**src/rtl/sum_bcd_pager.sv**
```systemverilog
// sum_bcd_pager
//
// Display-preparation stage for the N-Queens accelerator result. It captures
// the 64-bit solution count on a rising edge of done. An iterative
// double-dabble engine then converts the count to 20 BCD digits, one bit per
// cycle. The result is paged to an eight-digit display, eight digits per page,
// with leading zeros blanked.
//
// Ports:
//   clk     in   1   system clock, rising edge
//   rst     in   1   synchronous active-high reset
//   sum     in   64  unsigned solution count, sampled only at capture
//   done    in   1   accelerator completion level; rising edge captures sum
//   digits  out  32  eight BCD nibbles of the current page (nibble 0 = LSD)
//   blank   out  8   per-digit blank mask (1 = show nothing)
//   page    out  2   current page index 0..2
//   busy    out  1   conversion in progress
//   valid   out  1   digits/blank reflect a completed conversion
module sum_bcd_pager #(
    parameter int PAGE_CYCLES = 268435456
) (
    input  logic        clk,
    input  logic        rst,
    input  logic [63:0] sum,
    input  logic        done,
    output logic [31:0] digits,
    output logic [7:0]  blank,
    output logic [1:0]  page,
    output logic        busy,
    output logic        valid
);

    localparam logic [31:0] TIMER_LAST = 32'(PAGE_CYCLES - 1);

    typedef enum logic [1:0] {
        IDLE,
        CONVERT,
        SHOW
    } state_t;

    state_t      state_reg;
    logic        done_q_reg;
    logic [63:0] bin_reg;
    logic [79:0] bcd_reg;
    logic [5:0]  iter_reg;
    logic [1:0]  page_reg;
    logic [31:0] timer_reg;

    logic        capture;
    logic [79:0] bcd_adj;

    assign capture = done & ~done_q_reg;

    // Double-dabble correction: any digit of 5 or more gets +3 before the
    // shift, so that the shift carries correctly into the next decade.
    genvar gi;
    generate
        for (gi = 0; gi < 20; gi++) begin : g_adj
            assign bcd_adj[4*gi +: 4] = (bcd_reg[4*gi +: 4] >= 4'd5)
                                      ? bcd_reg[4*gi +: 4] + 4'd3
                                      : bcd_reg[4*gi +: 4];
        end
    endgenerate

    always_ff @(posedge clk) begin
        if (rst) begin
            state_reg  <= IDLE;
            done_q_reg <= 1'b0;
            bin_reg    <= '0;
            bcd_reg    <= '0;
            iter_reg   <= '0;
            page_reg   <= '0;
            timer_reg  <= '0;
        end else begin
            done_q_reg <= done;
            case (state_reg)
                IDLE: begin
                    if (capture) begin
                        bin_reg   <= sum;
                        bcd_reg   <= '0;
                        iter_reg  <= '0;
                        page_reg  <= '0;
                        timer_reg <= '0;
                        state_reg <= CONVERT;
                    end
                end
                CONVERT: begin
                    // The binary MSB enters BCD bit 0. The top digit cannot
                    // overflow for a 64-bit input, so the shifted-out bit is
                    // always zero.
                    bcd_reg  <= (bcd_adj << 1) | 80'(bin_reg[63]);
                    bin_reg  <= bin_reg << 1;
                    iter_reg <= iter_reg + 6'd1;
                    if (iter_reg == 6'd63) begin
                        page_reg  <= '0;
                        timer_reg <= '0;
                        state_reg <= SHOW;
                    end
                end
                SHOW: begin
                    if (capture) begin
                        bin_reg   <= sum;
                        bcd_reg   <= '0;
                        iter_reg  <= '0;
                        page_reg  <= '0;
                        timer_reg <= '0;
                        state_reg <= CONVERT;
                    end else if (timer_reg == TIMER_LAST) begin
                        timer_reg <= '0;
                        page_reg  <= (page_reg == 2'd2) ? 2'd0 : page_reg + 2'd1;
                    end else begin
                        timer_reg <= timer_reg + 32'd1;
                    end
                end
                default: state_reg <= IDLE;
            endcase
        end
    end

    // Find the index of the most significant nonzero digit. A value of zero
    // yields 0, which keeps digit 0 visible.
    logic [4:0] msd;
    always_comb begin
        msd = 5'd0;
        for (int k = 0; k < 20; k++) begin
            if (bcd_reg[4*k +: 4] != 4'd0) begin
                msd = 5'(k);
            end
        end
    end

    // Digits 20..23 of page 2 read as zero from the padded vector.
    logic [95:0] bcd_ext;
    logic [31:0] page_digits;
    logic [7:0]  page_blank;

    assign bcd_ext = {16'd0, bcd_reg};

    generate
        for (gi = 0; gi < 8; gi++) begin : g_out
            logic [4:0] g;
            assign g = {page_reg, 3'(gi)};
            assign page_digits[4*gi +: 4] = bcd_ext[{g, 2'b00} +: 4];
            assign page_blank[gi]         = (g > msd) || (g >= 5'd20);
        end
    endgenerate

    assign busy   = (state_reg == CONVERT);
    assign valid  = (state_reg == SHOW);
    assign digits = valid ? page_digits : 32'd0;
    assign blank  = valid ? page_blank : 8'hFF;
    assign page   = valid ? page_reg : 2'd0;

endmodule

```
**config.mk**
```make
export PLATFORM = sky130hd
export DESIGN_NAME = sum_bcd_pager
export DESIGN_NICKNAME = d
export VERILOG_FILES = /design/src/rtl/sum_bcd_pager.sv
export SDC_FILE = /design/constraint.sdc
export NUM_CORES = 1
export LEC_CHECK = 0
export CAP_MARGIN = 20
export CORE_MARGIN = 2
export CORE_UTILIZATION = 30
export CTS_CLUSTER_SIZE = 20
export DETAILED_ROUTE_END_ITERATION = 8
export GPL_TIMING_DRIVEN = 0
export PLACE_DENSITY = 0.58
export SLEW_MARGIN = 20
export SYNTH_ARGS = -nofsm -noshare
export SYNTH_HDL_FRONTEND = slang
export SYNTH_SLANG_ARGS = --single-unit
```
**constraint.sdc**
```tcl
create_clock -name clk -period 5.2 [get_ports clk]
set_input_delay 0.78 -clock clk [delete_from_list [all_inputs] [get_ports clk]]
set_output_delay 0.78 -clock clk [all_outputs]
set_load 0.01 [all_outputs]
```
# [Word-level counts from Yosys, hierarchy flattened]
# Cells that the tools add are included.
[op_classes] n_addsub=23 n_mul=0 div=0 n_lt_le_gt_ge=36 eq_ne=9 n_shift=8 n_mux=62 bitwise=3 n_reduce_logical=35
[ops] cell="variable part select 96 x 8 -> 4 bit" n=8
[ops] cell="two-way mux 32 bit" n=5
[ops] cell="one-hot mux 80 bit (2 select lines)" n=1
[ops] cell="one-hot mux 64 bit (2 select lines)" n=1
[ops] cell="one-hot mux 32 bit (3 select lines)" n=1
[ops] cell="two-way mux 5 bit" n=18
[ops] cell=">= comparator 4 x 3 -> 1 bit, second input constant" n=20
[ops] cell="two-way mux 80 bit" n=1
[ops] cell="OR 80 x 1 -> 80 bit" n=1
[ops] cell="adder 4 x 2 -> 4 bit, second input constant" n=19
[ops] cell="two-way mux 4 bit" n=19
[ops] cell="nonzero test 4 bit" n=19
[ops] cell="two-way mux 64 bit" n=1
[ops] cell=">= comparator 5 bit, second input constant" n=8
[ops] cell="> comparator 5 bit" n=8
[ops] cell="adder 32 x 1 -> 32 bit, second input constant" n=1
[ops] cell="equality test 32 x 28 -> 1 bit, second input constant" n=1
[ops] cell="two-way mux 2 bit" n=8
[ops] cell="one-hot mux 6 bit (2 select lines)" n=1
[ops] cell="logical OR 1 bit" n=8
[ops] cell="two-way mux 8 bit" n=1
[ops] cell="adder 6 x 1 -> 6 bit, second input constant" n=1
[ops] cell="equality test 6 bit, second input constant" n=1
[ops] cell="two-way mux 6 bit" n=1
[ops] cell="other kinds (20)" n=23
[word_totals] reg_bits=187 latchBits=0 ramBits=0 mem_bits_ro=0 inputBits=67 out_inout_bits=44 word_cells=183 memories=0

# [Depth between registers and ports, before layout]
# Gate-level depths: netlist of run 1.
[logic_depth] ltp_word=23 ltp_mapped=14 ltp_nobuf=14

# [Worst setup path after synthesis of run 1]
# No wires, ideal clock.
[synth_path] kind="reg2out" startpoint="register bcd_reg[76]" endpoint="output blank[5]" arrival_time_ns=2.618 required_ns=4.420 path_slack_ns=1.802 stages_incl_launch_ff=15 n_path_buf=1 cell_sequence="dfxtp_1 inv_1 ha_1 or3b_1 clkbuf_1 nor3_2 o21ai_0 inv_1 ha_1 nand2_1 nor3_1 nand2_1 o21ai_2 nor4b_2 a31oi_1"
[synth_via] elab_chain_cells=5
[synth_rtl] item="start: declaration" line="44" text="logic [79:0] bcd_reg;"
[synth_rtl] item="start signal: assignment" line="91" text="bcd_reg <= (bcd_adj << 1) | 80'(bin_reg[63]);"
[synth_rtl] item="nonzero test 4 bit" line="126" text="if (bcd_reg[4*k +: 4] != 4'd0) begin"
[synth_rtl] item="two-way mux 5 bit" line="126"
[synth_rtl] item="> comparator 5 bit" line="144" text="assign page_blank[gi] = (g > msd) || (g >= 5'd20);"
[synth_rtl] item="logical OR 1 bit" line="144"
[synth_rtl] item="two-way mux 8 bit" line="151" text="assign blank = valid ? page_blank : 8'hFF;"
[synth_rtl] item="end: declaration" line="27" text="output logic [7:0] blank,"
# Every way passes these cells.

# [Worst setup path after layout of run 1]
[layout_path] startpoint="register bcd_reg[73]" endpoint="output blank[6]"
[layout_via] elab_chain_cells=6
[layout_rtl] item="nonzero test 4 bit" line="126"
[layout_rtl] item="two-way mux 5 bit (2 in a row)" line="126"
[layout_rtl] item="> comparator 5 bit" line="144"
[layout_rtl] item="logical OR 1 bit" line="144"
[layout_rtl] item="two-way mux 8 bit" line="151"
# Every way passes these cells.

==> summary.txt, run 1 <==
Outcome: finished clean
Worst Skew: 0.0167 ns
Hpwl dp: 23200 µm
Routed vias/inst: 5.15
Area Overhead vs Synth: 22.2%
FMAX: 207 MHz
Post-synthesis adder-cell area fraction: 5.60%
Dpl cells: 1875
Final GP Congestion: 0.907
Routed wl met3: 1720 µm
Io pins: 111
Mapped Avg Cell Area: 7.81 µm²
Pin count of the biggest net entering global routing: 21
Grt ovf: 0
Post-synthesis xor/xnor area fraction: 5.53%
Seq. cell area: 0.00374 mm²
Post-Syn Nets: 1430
R2R Path End: bcd_reg[51]$_SDFFE_PP0P_
Crit. Startpoint: bcd_reg[73]$_SDFFE_PP0P_
CP endpoint kind: output pin
Largest family of logic cells by synthesized area: simple AND/OR/NAND/NOR gates
Worst-path clk slew: 0.08 ns
Detailed-route via count: 9834
Vias in the first global route: 9195
RSZ-0062 raised after global routing: false
Die width: 189 µm
Clock buffer count from CTS: 17
Post-Route M1 WL: 14800 µm
Max Cap Violations: 0
Synth Area in Simple Gates: 23.6%
Post-Syn Area: 0.0103 mm²
# fillers: 3464
Fin cells: 1908
Post-synthesis mux area share: 4.38%
Total power: 3.21 mW
Reg-to-Reg Start: state_reg[0]$_SDFFE_PP0P_
Setup TNS: 0 ns
Dpl ws: 0.681 ns
Leak: 4.25 nW
Syn. warnings: 0
Netlist cell types: 56
Root Buffer: clkbuf_16
DR WL/cell: 16.7 µm
Input/output buffers: 110
Final Cell Area: 0.0126 mm²
R2R cell count: 7
CTS Sinks: 187
Die height: 189 µm
CP required: 4.42 ns
Hold Fails Final Rpt: 0
Setup crit end: blank[6]
Starting Density: 30.6%
CP Launch Type: flop
First-pass GRT wire length: 49800 µm
Worst setup margin: 0.376 ns
CP Class: reg2out
Post-route ant nets: 0
Synth Instances: 1317
Total global routing track utilization: 17.6%
Top FF cell, synth: dfxtp_1
Post-DP Area: 0.0119 mm²
Min cycle time layout: 4.82 ns
Post-synthesis compound-gate area fraction: 19.5%
Synth Register Bits: 187
Met2 wire length: 14600 µm
Top sig layer: met5
Final Max Slew Viols: 0
Post-synth EDFFs: 0
Multi-input combinational cell area: 0.00604 mm²
Worst-skew pair later-pin latency: 0.46 ns
DR pass1 iterations: 5
Initial antenna violation count: 2
Max Root-Sink Buffers: 2
Maximum fanout along the worst path: 6
Die area: 0.0358 mm²
DR iter-0 viols: 719
Endpoints failing setup: 0
Max reg flops: 80
Total Wirelength: 31900 µm
Crit share post-route: 92.8%
Layout net count: 1559
Pwr/cell area: 255 mW/mm²
HP Class: reg2reg
CP arrival: 4.04 ns
Hold Slack: 0.455 ns
H-tree depth: 4
Rel. slew slack: 40.3%
Post-synth ARST share: 0%
CTS tree: yes
Worst-Margin Slew: 0.896 ns
Worst R2R Setup Slack: 2.68 ns
Placeable Area: 0.0336 mm²
Post-layout util: 37.4%
Layout cells sized above 1: 4.39%
Drt drc: 0
Sequential-to-total area share from yosys stat: 36.4%
Site Rows: 67
Worst VDD drop: 0.235 mV
-- Yosys cell counts (2+ instances only) --
cell | number | area share [%]
dfxtp_1 | 187 | 36
a21oi_1 | 167 | 8.1
nand2_1 | 142 | 5.2
nor2_1 | 140 | 5.1
nand3_1 | 77 | 3.7
clkbuf_1 | 69 | 2.5
o21ai_0 | 59 | 2.9
a22oi_1 | 51 | 3.7
inv_1 | 47 | 1.7
ha_1 | 46 | 5.6
mux2i_1 | 45 | 4.4
nor3_1 | 36 | 1.8
xor2_1 | 34 | 2.9
xnor2_1 | 31 | 2.6
a31oi_1 | 25 | 1.5
nand2b_1 | 23 | 1.4
a211oi_1 | 16 | 1.2
nor3b_1 | 16 | 1.2
and3_1 | 13 | 0.79
or3b_1 | 12 | 1.0
nand4_1 | 10 | 0.61
buf_1 | 7 | 0.26
buf_2 | 7 | 0.34
nor4_1 | 6 | 0.36
and4_1 | 5 | 0.43
nor3b_2 | 5 | 0.61
o21ai_1 | 4 | 0.19
and2_1 | 3 | 0.18
a211o_1 | 2 | 0.17
a211oi_2 | 2 | 0.24
a32o_1 | 2 | 0.19
nor4b_2 | 2 | 0.29
o211ai_1 | 2 | 0.15
o21ai_2 | 2 | 0.17
-- report_power, final --
group	switching, mW	internal [mW]	leakage [nW]	total [mW]
Clock	0.686	0.699	0.303	1.38
Combinational	0.217	0.110	2.43	0.327
Sequential	0.0226	1.47	1.52	1.50
Total	0.926	2.28	4.25	3.21
-- critical path, stage by stage, from the launching register on --
cell             delay (ns)
dfxtp_1                0.37
inv_1                  0.10
ha_1                   0.23
or3b_1                 0.41
clkbuf_1               0.19
nor3_2                 0.33
o21ai_1                0.17
inv_1                  0.09
ha_1                   0.12
nand2_1                0.12
nor3_1                 0.21
nand2_1                0.10
o21ai_2                0.20
nor4b_2                0.09
a31oi_1                0.26
clkdlybuf4s50_1        0.60
-- cells by family after synthesis --
logic type | Yosys count
AO/OA/AOI/OAI | 341
XOR/XNOR | 65
adder cells (fa/ha/maj) | 46
buffers and inverters | 133
flip-flops | 187
multiplexers | 45
AND/OR/NAND/NOR | 500
-- placed cells by master (no fill, tap or decap), types with 17 or more instances in the layout --
cell             synthesis  routed
nand2b_1                23      23
nand2_1                142     142
inv_1                   47      47
a31oi_1                 25      25
dfxtp_1                187     187
clkbuf_1                69      69
clkbuf_16                0      17
o21ai_0                 59      58
a21oi_1                167     167
nor3_1                  36      36
nor2_1                 140     140
a22oi_1                 51      51
nand3_1                 77      77
mux2i_1                 45      45
xnor2_1                 31      31
ha_1                    46      46
clkdlybuf4s50_1          0     110
xor2_1                  34      34
-- worst min-delay path by stage --
stage	cells past startpoint	startpoint	endpoint	slack (ns)
floorplan	2	bin_reg[63]$_SDFFE_PP0P_	bcd_reg[0]$_SDFFE_PP0P_	0.43
global placement	2	bin_reg[45]$_SDFFE_PP0P_	bin_reg[45]$_SDFFE_PP0P_	0.44
detailed placement	2	bin_reg[32]$_SDFFE_PP0P_	bin_reg[32]$_SDFFE_PP0P_	0.45
CTS	2	bin_reg[32]$_SDFFE_PP0P_	bin_reg[32]$_SDFFE_PP0P_	0.46
global route	2	bin_reg[32]$_SDFFE_PP0P_	bin_reg[32]$_SDFFE_PP0P_	0.47
finish	2	bin_reg[14]$_SDFFE_PP0P_	bin_reg[14]$_SDFFE_PP0P_	0.46
-- repair_timing --
item	in CTS	in global routing
hold buffers	0	0
buffers inserted	0	0
hold endpoints to repair	0	0
setup endpoints to repair	0	3
resized for setup	0	3
-- final cells by class --
cell class	count	share of cell area (%)
diodes	1	0.0199
plain buffers	84	2.61
clock buffers	17	3.38
clock inverters	15	1.46
inverters	49	1.47
multi-input cells	997	48.0
flip-flops and latches	187	29.8
well taps	448	4.46
repair buffers	110	8.76
-- per-layer routing --
| layer | track usage, % | vias to the layer above |
|---|---|---|
| li1 | - | 4876 |
| met1 | 24.0 | 4663 |
| met2 | 27.8 | 245 |
| met3 | 2.87 | 48 |
| met4 | 6.76 | 2 |
| met5 | 0 | - |
Power figures use the tool's default switching activity.
==> run 2, diff against run 1 <==
--- a/config.mk
+++ b/config.mk
@@ -12,7 +12,6 @@
 export DETAILED_ROUTE_END_ITERATION = 8
 export GPL_TIMING_DRIVEN = 0
 export PLACE_DENSITY = 0.58
-export SLEW_MARGIN = 20
 export SYNTH_ARGS = -nofsm -noshare
 export SYNTH_HDL_FRONTEND = slang
 export SYNTH_SLANG_ARGS = --single-unit
==> constraint.sdc (replaced) <==
create_clock -name clk -period 5.8 [get_ports clk]
set_input_delay 0.87 -clock clk [delete_from_list [all_inputs] [get_ports clk]]
set_output_delay 0.87 -clock clk [all_outputs]
set_load 0.01 [all_outputs]
==> summary.txt, run 2 (synthesized netlist as in run 1, its figures left out) <==
Max reg flops: 80
Worst-Margin Slew: 0.865 ns
Input/output buffers: 110
Worst VDD drop: 0.208 mV
Drt drc: 0
CP top delay family: simple AND/OR/NAND/NOR gates
RSZ-0062 raised after global routing: false
Layout net count: 1559
Starting Density: 30.6%
First-pass GRT wire length: 49800 µm
Worst-skew pair later-pin latency: 0.46 ns
Slowest CP cell: clkdlybuf4s50_1
Worst Skew: 0.0183 ns
Worst R2R Setup Slack: 3.27 ns
Hpwl dp: 23200 µm
CP Launch Type: flop
Site Rows: 67
Vias in the first global route: 9195
Worst setup margin: 0.669 ns
CP arrival: 4.26 ns
# fillers: 3466
# resized after CTS: 0
H-tree depth: 4
Detailed-route via count: 9827
Most frequent cells in the layout: 187 x dfxtp_1, 167 x a21oi_1, 142 x nand2_1
R2R Path End: bcd_reg[51]$_SDFFE_PP0P_
Min cycle time layout: 5.13 ns
Pin count of the biggest net entering global routing: 21
CP Class: reg2out
Pwr/cell area: 229 mW/mm²
Hold_buf cts: 0
Final GP Congestion: 0.907
Area Overhead vs Synth: 22.1%
Outcome: finished clean
Maximum fanout along the worst path: 6
CP endpoint kind: output pin
CTS Sinks: 187
Worst-path clk slew: 0.08 ns
CP required: 4.93 ns
Final Cell Area: 0.0126 mm²
Dpl ws: 1.19 ns
Hold Slack: 0.455 ns
DR pass1 iterations: 6
Layout cells sized above 1: 4.25%
Die height: 189 µm
Io pins: 111
Leak: 4.24 nW
Hold depth: 2
Final Max Slew Viols: 0
Setup TNS: 0 ns
Post-route ant nets: 0
Crit share post-route: 88.5%
Slowest stage delay, CP: 0.60 ns
Die width: 189 µm
DR WL/cell: 16.7 µm
Hold Fails Final Rpt: 0
Most common cell after layout, fill and taps aside: dfxtp_1
FMAX: 195 MHz
Clock buffer count from CTS: 17
Rel. slew slack: 42.4%
CTS tree: yes
Grt ovf: 0
Total power: 2.87 mW
Endpoints failing setup: 0
Die area: 0.0358 mm²
Max Cap Violations: 0
Hold Path End: bin_reg[14]$_SDFFE_PP0P_
Hold wc startpoint: bin_reg[14]$_SDFFE_PP0P_
Reg-to-Reg Start: state_reg[0]$_SDFFE_PP0P_
DR iter-0 viols: 801
Max Root-Sink Buffers: 2
R2R cell count: 7
Routed vias/inst: 5.15
Placeable Area: 0.0336 mm²
Buf/Inv on CP: 3
Setup bufs post-CTS: 0
Initial antenna violation count: 2
Root Buffer: clkbuf_16
Total global routing track utilization: 17.6%
Critical path, cell by cell: inv_1, ha_1, nor3b_1, nand3_1, nor3_2, o21ai_0, inv_1, ha_1, nand2_1, nor3_1, nand2_1, o21ai_2, nor4b_2, a31oi_1, clkdlybuf4s50_1
Total Wirelength: 32000 µm
Post-DP Area: 0.0119 mm²
HP Class: reg2reg
==> run 2: worst register-to-register path, cell delays in order, from the launching register on <==
cell and delay [ns]:
dfxtp_1 0.31, buf_4 0.17, nand2b_2 0.11, clkinv_2 0.17, nor2_1 0.59, clkbuf_1 0.70
o21ai_0 0.23, a21oi_1 0.16
==> run 2: cell type report <==
type / count / area, µm² / area share (%)
Antenna cell: 1 / 2.50 / 0.0199
Buffer: 84 / 328 / 2.61
Clock buffer: 17 / 425 / 3.39
Clock inverter: 15 / 184 / 1.46
Inverter: 49 / 185 / 1.47
Multi-Input combinational cell: 997 / 6030 / 48.0
Sequential cell: 187 / 3740 / 29.8
Tap cell: 448 / 561 / 4.46
Timing Repair Buffer: 110 / 1100 / 8.77
==> run 2: worst max path at each step <==
stage / slack, ns / from / end / cells after the start
2_1_floorplan: 2.31 / bcd_reg[76]$_SDFFE_PP0P_ / blank[5] / 14
3_3_place_gp: 1.19 / bcd_reg[68]$_SDFFE_PP0P_ / blank[5] / 15
3_5_place_dp: 1.19 / bcd_reg[68]$_SDFFE_PP0P_ / blank[5] / 15
4_1_cts: 0.68 / bcd_reg[68]$_SDFFE_PP0P_ / blank[5] / 15
5_1_grt: 0.25 / bcd_reg[68]$_SDFFE_PP0P_ / blank[5] / 15
6_report: 0.67 / bcd_reg[68]$_SDFFE_PP0P_ / blank[5] / 15
==> run 2: metal layers <==
layer  global-route usage (%)  share of wire [%]
met4                     6.76                2.3
met1                     24.0                 47
met3                     2.87                5.5
met5                        0              0.031
met2                     27.8                 46
==> run 2: through the flow <==
step                      std cells  utilization [%]
after floorplan                1317                -
final                          1908             37.4
after global routing           1908             37.4
after detailed placement       1875             35.5
after global placement         1875             35.5
after CTS                      1907             37.4
==> run 2: report_power, final <==
part	switching [mW]	total [mW]	internal [mW]
Combinational	0.194	0.293	0.0987
Sequential	0.0203	1.34	1.32
Clock	0.613	1.24	0.627
Total	0.828	2.87	2.05
==> run 3, diff against run 2 <==
--- a/config.mk
+++ b/config.mk
@@ -6,7 +6,6 @@
 export NUM_CORES = 1
 export LEC_CHECK = 0
 export CAP_MARGIN = 20
-export CORE_MARGIN = 2
 export CORE_UTILIZATION = 30
 export CTS_CLUSTER_SIZE = 20
 export DETAILED_ROUTE_END_ITERATION = 8
==> summary.txt, run 3 (synthesized netlist as in run 1, its figures left out) <==
Outcome: finished clean
H-tree depth: 4
Worst Skew: 0.0127 ns
Pin count of the biggest net entering global routing: 21
Grt ovf: 0
Total power: 2.83 mW
Met2 wire length: 14400 µm
DR iter-0 viols: 699
Combinational cell fraction of total power: 10.4%
Root Buffer: clkbuf_16
CTS Sinks: 187
Layout net count: 1559
Final GP Congestion: 0.914
Layout cells sized above 1: 4.25%
Input/output buffers: 110
Max Cap Violations: 0
FMAX: 195 MHz
Total global routing track utilization: 17.9%
Routed vias/inst: 5.17
Routed wl met3: 1690 µm
Area Overhead vs Synth: 21.9%
Clock buffer count from CTS: 17
Post-route ant nets: 0
Hold Fails Final Rpt: 0
Power share of the clock group: 42.2%
Worst-Margin Slew: 0.885 ns
DR WL/cell: 16.5 µm
Most frequent cells in the layout: 187 x dfxtp_1, 167 x a21oi_1, 142 x nand2_1
RSZ-0062 raised after global routing: false
Int Power: 2.00 mW
CP Class: reg2out
Die width: 187 µm
# resized after CTS: 0
Max Root-Sink Buffers: 2
Io pins: 111
Endpoints failing setup: 0
Vias in the first global route: 9176
HP Class: reg2reg
Final Max Slew Viols: 0
DR pass1 iterations: 5
Leak: 4.23 nW
Post-layout util: 37.3%
Worst-skew pair later-pin latency: 0.45 ns
CP required: 4.93 ns
Most common cell after layout, fill and taps aside: dfxtp_1
Die height: 187 µm
Maximum fanout along the worst path: 6
CP endpoint kind: output pin
Initial antenna violation count: 2
Drt drc: 0
Sw Ratio: 29.1%
First-pass GRT wire length: 49600 µm
Total Wirelength: 31600 µm
CP arrival: 4.26 ns
Starting Density: 30.6%
Worst-path clk slew: 0.08 ns
Hpwl dp: 22900 µm
Setup TNS: 0 ns
Setup bufs post-CTS: 0
Die area: 0.0350 mm²
Max reg flops: 80
Post-Route M1 WL: 14700 µm
Site Rows: 67
Crit share post-route: 88.5%
Power share of the sequential group: 47.5%
Switching power: 0.821 mW
Worst VDD drop: 0.148 mV
Hold Slack: 0.458 ns
Placeable Area: 0.0336 mm²
Top sig layer: met5
Detailed-route via count: 9866
CTS tree: yes
Hold_buf cts: 0
Pwr/cell area: 225 mW/mm²
CP Launch Type: flop
Min cycle time layout: 5.13 ns
Rel. slew slack: 41.0%
## run 3: metal layers
metal | vias to the layer above | track usage [%]
met3 | 46 | 3.11
met5 | - | 0
met1 | 4705 | 24.3
met4 | 2 | 6.78
li1 | 4873 | -
met2 | 240 | 28.1
## run 3: cell type report
cell class	count	area (µm²)
Antenna cell	1	2.50
Multi-Input combinational cell	997	6030
Clock inverter	15	165
Inverter	49	185
Buffer	84	328
Fill cell	3488	21100
Sequential cell	187	3740
Tap cell	448	561
Timing Repair Buffer	110	1100
Clock buffer	17	425
## run 3: path summary, 6_finish.rpt
| path | from | endpoint | slack (ns) | depth (start not counted) |
|---|---|---|---|---|
| min reg2reg | bin_reg[45]$_SDFFE_PP0P_ | bin_reg[45]$_SDFFE_PP0P_ | 0.46 | 2 |
| max reg2reg | state_reg[0]$_SDFFE_PP0P_ | bcd_reg[51]$_SDFFE_PP0P_ | 3.26 | 7 |
| max | bcd_reg[68]$_SDFFE_PP0P_ | blank[6] | 0.67 | 15 |
| min | bin_reg[45]$_SDFFE_PP0P_ | bin_reg[45]$_SDFFE_PP0P_ | 0.46 | 2 |
## run 3: critical path: stages, from the launching register on
cell and delay (ns):
dfxtp_1 0.38, inv_1 0.08, ha_1 0.22, nor3b_1 0.43, nand3_1 0.28, nor3_2 0.32
o21ai_0 0.23, inv_1 0.10, ha_1 0.12, nand2_1 0.11, nor3_1 0.21, nand2_1 0.10
o21ai_2 0.21, nor4b_2 0.09, a31oi_1 0.31, clkdlybuf4s50_1 0.61
## run 3: power groups by stage
stage	Sequential [mW]	Combinational, mW	Clock (mW)
after floorplan	1.37	0.160	0
after global placement	1.37	0.290	0
after detailed placement	1.37	0.290	0
after CTS	1.34	0.291	1.22
after global routing	1.35	0.318	1.27
final	1.34	0.293	1.19
## run 3: through the flow
step / cell area (µm²) / setup WS, ns / instances
6_report: 12500 / 0.666 / 1908
5_1_grt: 12500 / 0.288 / 1908
4_1_cts: 12500 / 0.690 / 1907
3_5_place_dp: 11900 / 1.18 / 1875
3_3_place_gp: 11900 / 1.26 / 1875
2_1_floorplan: 10300 / 2.31 / 1317
